--- config.mk ---
export PLATFORM = sky130hd
export DESIGN_NAME = mem_arbiter
export DESIGN_NICKNAME = d
export VERILOG_FILES = /design/src/rtl/mem_arb_pkg.sv /design/src/rtl/rr_arb2.sv /design/src/rtl/mem_arbiter.sv
export SDC_FILE = /design/constraint.sdc
export NUM_CORES = 1
export LEC_CHECK = 0
export ABC_AREA = 1
export ABC_CLOCK_PERIOD_IN_PS = 1750
export BUFFER_PORTS_ARGS = -buffer_cell sky130_fd_sc_hd__clkbuf_2
export CORE_AREA = 8 8 280 282
export CTS_BUF_LIST = sky130_fd_sc_hd__clkbuf_8 sky130_fd_sc_hd__clkbuf_16
export DETAILED_ROUTE_END_ITERATION = 10
export DIE_AREA = 0 0 288 290
export MAX_ROUTING_LAYER = met4
export PLACE_DENSITY = 0.44
export REMOVE_ABC_BUFFERS = 1
export SYNTH_ARGS = -nofsm -noshare
export SYNTH_HDL_FRONTEND = slang
export SYNTH_SLANG_ARGS = --single-unit
--- constraint.sdc ---
create_clock -name clk -period 1.75 [get_ports clk]
set_input_delay 0.0875 -clock clk [delete_from_list [all_inputs] [get_ports clk]]
set_output_delay 0.0875 -clock clk [all_outputs]
set_load 0.05 [all_outputs]
--- src/rtl/mem_arb_pkg.sv ---
// Shared definitions for the two-port I/D cache memory arbiter.
package mem_arb_pkg;

    localparam int ADDR_W_DEF = 28;
    localparam int DATA_W_DEF = 128;

    // Requester IDs, also used as bit positions in the one-hot grant.
    localparam logic REQ_I = 1'b0;
    localparam logic REQ_D = 1'b1;

    localparam logic [1:0] S_IDLE    = 2'd0;
    localparam logic [1:0] S_BUSY_I  = 2'd1;
    localparam logic [1:0] S_BUSY_D  = 2'd2;
    localparam logic [1:0] S_RELEASE = 2'd3;

    typedef enum logic [1:0] {
        IDLE    = S_IDLE,
        BUSY_I  = S_BUSY_I,
        BUSY_D  = S_BUSY_D,
        RELEASE = S_RELEASE
    } state_t;

endpackage

--- src/rtl/rr_arb2.sv ---
// Combinational 2-way round-robin picker: under contention the requester
// that was not served last wins.
module rr_arb2
    import mem_arb_pkg::*;
(
    input  logic       i_req_i,
    input  logic       i_req_d,
    input  logic       i_last_gnt,
    output logic [1:0] o_gnt
);

    // One-hot grant, indexed by requester ID.
    always_comb begin
        o_gnt = '0;
        if (i_req_i && i_req_d) begin
            if (i_last_gnt == REQ_I) o_gnt[REQ_D] = 1'b1;
            else                     o_gnt[REQ_I] = 1'b1;
        end else if (i_req_i) begin
            o_gnt[REQ_I] = 1'b1;
        end else if (i_req_d) begin
            o_gnt[REQ_D] = 1'b1;
        end
    end

endmodule

--- src/rtl/mem_arbiter.sv ---
// Shares one off-chip memory slave between the I-cache and D-cache line
// ports. One full-line transaction at a time, round-robin under contention,
// with a RELEASE cycle so the served cache can drop its request.
module mem_arbiter
    import mem_arb_pkg::*;
#(
    parameter int ADDR_W = ADDR_W_DEF,
    parameter int DATA_W = DATA_W_DEF
) (
    input  logic              clk,
    input  logic              rst_n,
    input  logic              i_read,
    input  logic [ADDR_W-1:0] i_addr,
    output logic [DATA_W-1:0] i_rdata,
    output logic              i_ready,
    input  logic              d_read,
    input  logic              d_write,
    input  logic [ADDR_W-1:0] d_addr,
    input  logic [DATA_W-1:0] d_wdata,
    output logic [DATA_W-1:0] d_rdata,
    output logic              d_ready,
    output logic              mem_read,
    output logic              mem_write,
    output logic [ADDR_W-1:0] mem_addr,
    output logic [DATA_W-1:0] mem_wdata,
    input  logic [DATA_W-1:0] mem_rdata,
    input  logic              mem_ready
);

    state_t            r_state;
    state_t            w_state_nxt;
    logic              r_last_gnt;
    logic [1:0]        w_gnt;
    logic              w_d_req;
    logic              w_grant_i;
    logic              w_grant_d;
    logic              w_done_i;
    logic              w_done_d;

    logic              r_mem_read;
    logic              r_mem_write;
    logic [ADDR_W-1:0] r_mem_addr;
    logic [DATA_W-1:0] r_mem_wdata;
    logic [DATA_W-1:0] r_i_rdata;
    logic [DATA_W-1:0] r_d_rdata;
    logic              r_i_ready;
    logic              r_d_ready;

    assign w_d_req = d_read | d_write;

    rr_arb2 u_rr (
        .i_req_i    (i_read),
        .i_req_d    (w_d_req),
        .i_last_gnt (r_last_gnt),
        .o_gnt      (w_gnt)
    );

    // Next state plus grant/completion strobes; grants only taken in IDLE.
    always_comb begin
        w_state_nxt = r_state;
        w_grant_i   = 1'b0;
        w_grant_d   = 1'b0;
        w_done_i    = 1'b0;
        w_done_d    = 1'b0;
        case (r_state)
            IDLE: begin
                if (w_gnt[REQ_I]) begin
                    w_grant_i   = 1'b1;
                    w_state_nxt = BUSY_I;
                end else if (w_gnt[REQ_D]) begin
                    w_grant_d   = 1'b1;
                    w_state_nxt = BUSY_D;
                end
            end
            BUSY_I: begin
                if (mem_ready) begin
                    w_done_i    = 1'b1;
                    w_state_nxt = RELEASE;
                end
            end
            BUSY_D: begin
                if (mem_ready) begin
                    w_done_d    = 1'b1;
                    w_state_nxt = RELEASE;
                end
            end
            RELEASE: w_state_nxt = IDLE;
            default: w_state_nxt = IDLE;
        endcase
    end

    // State register.
    always_ff @(posedge clk) begin
        if (!rst_n) r_state <= IDLE;
        else        r_state <= w_state_nxt;
    end

    // Bus latches, strobes, returned data and ready pulses.
    always_ff @(posedge clk) begin
        if (!rst_n) begin
            r_mem_read  <= 1'b0;
            r_mem_write <= 1'b0;
            r_mem_addr  <= '0;
            r_mem_wdata <= '0;
            r_i_rdata   <= '0;
            r_d_rdata   <= '0;
            r_i_ready   <= 1'b0;
            r_d_ready   <= 1'b0;
            r_last_gnt  <= REQ_I;
        end else begin
            r_i_ready <= 1'b0;
            r_d_ready <= 1'b0;
            if (w_grant_i) begin
                r_mem_addr  <= i_addr;
                r_mem_read  <= 1'b1;
                r_mem_write <= 1'b0;
            end
            // Read+write together is treated as a write-back.
            if (w_grant_d) begin
                r_mem_addr  <= d_addr;
                r_mem_wdata <= d_wdata;
                r_mem_read  <= ~d_write;
                r_mem_write <= d_write;
            end
            if (w_done_i) begin
                r_mem_read  <= 1'b0;
                r_mem_write <= 1'b0;
                r_i_rdata   <= mem_rdata;
                r_i_ready   <= 1'b1;
                r_last_gnt  <= REQ_I;
            end
            if (w_done_d) begin
                r_mem_read  <= 1'b0;
                r_mem_write <= 1'b0;
                r_d_rdata   <= mem_rdata;
                r_d_ready   <= 1'b1;
                r_last_gnt  <= REQ_D;
            end
        end
    end

    assign mem_read  = r_mem_read;
    assign mem_write = r_mem_write;
    assign mem_addr  = r_mem_addr;
    assign mem_wdata = r_mem_wdata;
    assign i_rdata   = r_i_rdata;
    assign i_ready   = r_i_ready;
    assign d_rdata   = r_d_rdata;
    assign d_ready   = r_d_ready;

endmodule

Yosys cells after proc, flatten, opt, wreduce, memory -nomap -nowiden
Cells that the tools add are included.
{ "op_classes": {"n_eq_ne": 5, "muxes": 28, "bitwise_logic": 3, "n_reduce_logical": 7} }
{ "op_table": {"columns": ["cell", "count"], "rows": [
  ["$mux 28", 2],
  ["$mux 1", 21],
  ["$mux 2", 4],
  ["$pmux 2 s3", 1],
  ["$eq 2x2->1 const B", 2],
  ["$reduce_bool 2->1", 2],
  ["$ne 3x1->1 const B", 1],
  ["$reduce_or 3->1", 1],
  ["$eq 2x1->1 const B", 1],
  ["$logic_not 2->1", 1],
  ["$ne 2x1->1 const B", 1],
  ["$not 1->1", 2],
  ["$reduce_and 2->1", 1],
  ["$reduce_or 2->1", 1],
  ["$logic_and 1x1->1", 1],
  ["$or 1x1->1", 1]
]} }
{ "totals": {"regBits": 419, "input_bits": 318, "output_inout_bits": 416, "word_cells": 53} }

Depth between registers and ports, before layout
{ "logic_depth": {"word_depth": 8, "mapped_depth": 10, "mapped_depth_nobuf": 8} }

By module
Synthesis repeated with hierarchy kept, for this count alone.
{ "unflattened": {"cells_unflattened": 1947, "area_unflattened_um2": 14660.3} }
{ "by_module_without_submodules": {"columns": ["mod", "n_inst", "cells_each", "area_per_inst_um2", "seq_area_each_um2"], "rows": [
  ["mem_arbiter", 1, 1942, 14639.0, 8388.0],
  ["rr_arb2", 1, 5, 21.3, 0.0]
]} }

Worst setup path after synthesis
Ideal clock, no wire load.
{ "synth_timing": {"kind": "reg2reg", "start": "reg r_state[0]", "end": "reg r_mem_addr[16], in the netlist mem_addr[16]", "setup_ps": 109, "arrival_time_ps": 1272, "required_ps": 1641, "path_slack_ps": 369, "path_stages_with_launch": 11, "n_path_buf": 2, "synth_period_minus_slack_ps": 1381, "cell_sequence": "dfxtp_1 inv_1 ha_1 nand2_1 nor2_4 buf_4 buf_4 nand2_1 nand3_1 nand2_1 inv_1"} }
{ "synth_between": {"elab_chain_len": 3, "elab_cells_between_ends": 5, "cone_classes": "mux: 3; reduce/logical: 2"} }
{ "synth_rtl": {"columns": ["element", "line", "rtl"], "rows": [
  ["from (decl)", "mem_arbiter.sv:30", "state_t r_state;"],
  ["from (signal assigned)", "mem_arbiter.sv:95", "else r_state <= w_state_nxt;"],
  ["$logic_not 2->1 (*)", "mem_arbiter.sv:65", "case (r_state)"],
  ["$mux 1", "mem_arbiter.sv:65", null],
  ["$mux 28 or $reduce_bool 2->1 (tied branches)", null, null],
  ["to (signal assigned)", "mem_arbiter.sv:114", "r_mem_addr <= i_addr;"],
  ["to (signal assigned)", "mem_arbiter.sv:120", "r_mem_addr <= d_addr;"],
  ["to (decl)", "mem_arbiter.sv:42", "logic [ADDR_W-1:0] r_mem_addr;"]
]} }
Every way passes the cells marked *; elsewhere a longest branch is shown, timed or not.
A chain may end at the register's enable or synchronous reset.

Worst setup path after layout
{ "layout_timing": {"start": "reg r_state[0]", "end": "reg r_mem_read, in the netlist mem_read"} }
{ "layout_between": {"elab_chain_len": 3, "elab_cells_between_ends": 10, "cone_classes": "eq/ne: 2; mux: 5; reduce/logical: 3"} }
{ "layout_rtl": {"columns": ["element", "line", "rtl"], "rows": [
  ["$eq 2x1->1 (tied with other cells)", "mem_arbiter.sv:65", null],
  ["$mux 1", "mem_arbiter.sv:65", null],
  ["$reduce_or 3->1 (no source line) (tied with other cells)", null, null],
  ["to (signal assigned)", "mem_arbiter.sv:122", "r_mem_read <= ~d_write;"],
  ["to (decl)", "mem_arbiter.sv:40", "logic r_mem_read;"]
]} }
Parallel ways exist; a longest one is shown, timed or not.

==> metrics.cfg <==
[logic_synthesis]
synth.avg_cell_area_sq_um=8.51
ys.warnings.count=0
synth.ff_latch_count=419
ys_top_cells_by_area=dfxtp_1 (58%), nor2_1 (15%), a22o_1 (7.8%), o21ai_0 (7.7%), nand2_1 (2.6%)
synth.most_common_cell=nor2_1
synth.distinct_cells=22
seq_area_frac_synth_pct=58.3
synthesis.area_sq_mm=0.0144
syn_inst=1691
synth-async-reset-ratio_pct=0
yosys.area.top_type=dfxtp_1
synth_top_cell_area_share_pct=58.3
synth-edff-count=0
main_synth_ff_type=dfxtp_1
synth.top_cells.by_count=nor2_1 (574), dfxtp_1 (419), o21ai_0 (222)

[timing]
worst_slew_pin_slew_ns=0.486
fmax_ghz=0.608
final_critical_path_share_of_the_clock_period_pct=94.0
fin_skew_ns=0.00795
timing.final.ws_setup_ns=0.104
report.final.hold_viol_count=0
slew_headroom_pct=67.8
fin_setup_tns_ns=0
setup_violations=0
fin_crit_ns=1.65
slew_viol_final=0
min_hold_slack_ns=0.280
unrepaired_setup_endpoints_after_global_routing=true

[setup_path]
timing.setup.critical_path_class=reg -> reg
regToRegStartpoint=r_state[0]
worst_ep_arrival_time_ns=2.10
timing.critical_path.from_type=register
endpoint_kind=register
critical_path_required_ns=2.21
critPathMaxStageDelay_ns=0.32
timing.critical_path.from=r_state[0]
worstPathCellList=inv_1 > ha_2 > nand2_1 > nor2_4 > buf_4 > nand2_1 > nand2_1 > a21oi_1
critical_path.max_fanout=21
critical_path.slowest_cell=dfxtp_1
timing.critical_path.mode_cell=nand2_1
flop2flop_setup_slack_ns=0.10

[cells_and_area]
drive_gt1_share_pct=32.0
final_core_utilization_pct=32.8
design.final.nets=3053
areaGrowthSynthToFinish_pct=68.4

[routing]
drt_first_iter_violations=723
detailedRoute.firstPassIterationCount=5
ant_nets=0
drt-wirelength-per-cell_um=17.4
detail_route.wirelength_mm=65.1
route.detailed.drc=0
route.vias.total=15700
vias_per_cell=4.18

[clock_network]
clk_latency_ns=0.57
clock-sinks=419
cts_htree_levels=2
clkTransAtPathRegs_ns=0.06
clock_tree.root_cell=clkbuf_16
tritoncts.num_buffers=47
cts-root-to-sink-buffers=3
tritoncts=done

[floorplanning]
dieArea_sq_mm=0.0835
core_area_sq_mm=0.0738
die_height_um=290
fp-row-count=100
initial_core_util_pct=19.5
die_w_um=288
ioPinCount=734

[global_route]
grt_start_max_net_pins=89
grt.overflow.total=0
grt_use_total_pct=15.0
antenna_found_initial=4
grt_pass1_wl_mm=96.5
number_of_global_route_vias_before_repair=16400

[placed_design]
total_of_buffers_placed_on_input_and_output_ports=733
post-dp-hpwl_mm=48.2
place_congestion=0.838
dp_worst_setup_slack_ns=0.0264

[job]
maxCapViolCount=0

[power]
cellPowerDensity_mw_per_mm2=1810
cellLeakagePower_uw=0.0116
vdd.ir_drop.worst_mv=1.15

[worst_hold_path]
min-delay-path-class=in -> reg
timing.hold.worst.start=d_wdata[8]

[run_status]
status=complete, no violations

-- timing repair --
item | 4_1_cts | 5_1_grt
endpoints found under the hold margin | 417 | 0
setup endpoints to repair | 0 | 106
setup buffers | 0 | 1
gates resized for setup | 0 | 7
hold buffers | 318 | 0
-- layout by cell type (no fill, tap or decap), drive strengths merged, types with 2 or more instances in the layout --
| cell type | count |
|---|---|
| a21oi | 5 |
| a22o | 128 |
| buf | 67 |
| bufinv | 2 |
| clkbuf | 791 |
| clkinv | 10 |
| clkinvlp | 2 |
| dfxtp | 419 |
| diode | 5 |
| dlygate4sd3 | 318 |
| ha | 4 |
| inv | 54 |
| nand2 | 101 |
| nand3 | 30 |
| nor2 | 576 |
| o21ai | 256 |
-- sequential cells by signal, summed over array words and instances (netlist names) --
register and flops:
d_rdata 128, i_rdata 128, mem_wdata 128, mem_addr 28, r_state 2, d_ready 1
i_ready 1, mem_read 1, mem_write 1, r_last_gnt 1
-- critical path, delay by kind of cell, from the launching register on --
family | cells | cell delay [ns]
AND/OR/NAND/NOR | 4 | 0.52
buffers and inverters | 2 | 0.37
flip-flops | 1 | 0.32
adder cells (fa/ha/maj) | 1 | 0.25
AO/OA/AOI/OAI | 1 | 0.06
-- stage by stage --
| step | power [uW] | cell area [sq um] | std cells |
|---|---|---|---|
| after detailed placement | 33600 | 19400 | 3330 |
| after CTS | 44200 | 24200 | 3733 |
| after floorplan | 25600 | 13800 | 1563 |
| after global routing | 46300 | 24200 | 3739 |
| final | 43800 | 24200 | 3741 |
| after global placement | 33400 | 19400 | 3330 |
-- per-layer routing --
metal	track usage [%]	vias up	part of all wire, %
met2	25.0	679	47
met1	16.8	7200	40
met5	-	-	0
met4	5.43	0	3.7
li1	-	7642	-
met3	4.50	133	8.9
-- path summary, 6_finish.rpt --
kind,end,cells after the start
worst max-delay path,mem_read,8
worst min-delay path,mem_wdata[8],4
worst max register to register,mem_read,8
worst min register to register,mem_read,2
-- kinds of logic (layout without fill, tap and decap cells) --
logic type               count (synthesis)  after routing  share of synthesized area (%)
other                                    0              5                              0
buffers and inverters                  168           1244                           5.49
AND/OR/NAND/NOR                        710            710                           18.9
flip-flops                             419            419                           58.3
AO/OA/AOI/OAI                          390            390                           16.9
adder cells (fa/ha/maj)                  4              4                          0.348
-- where the power goes --
part | switching (uW) | internal [uW] | total [uW]
Sequential | 1370 | 12100 | 13400
Clock | 4050 | 5740 | 9790
Combinational | 15300 | 5260 | 20500
-- area by class of cell --
| class | count | area, sq um |
|---|---|---|
| fill | 7797 | 49600 |
| timing repair buffer | 1118 | 7660 |
| multi-input combinational | 1104 | 5260 |
| timing repair inverter | 1 | 5.00 |
| sequential | 419 | 8390 |
| inverter | 40 | 158 |
| clock buffer | 58 | 1350 |
| clock inverter | 27 | 191 |
| tap | 969 | 1210 |
| antenna | 5 | 12.5 |
Power figures use the tool's default switching activity.
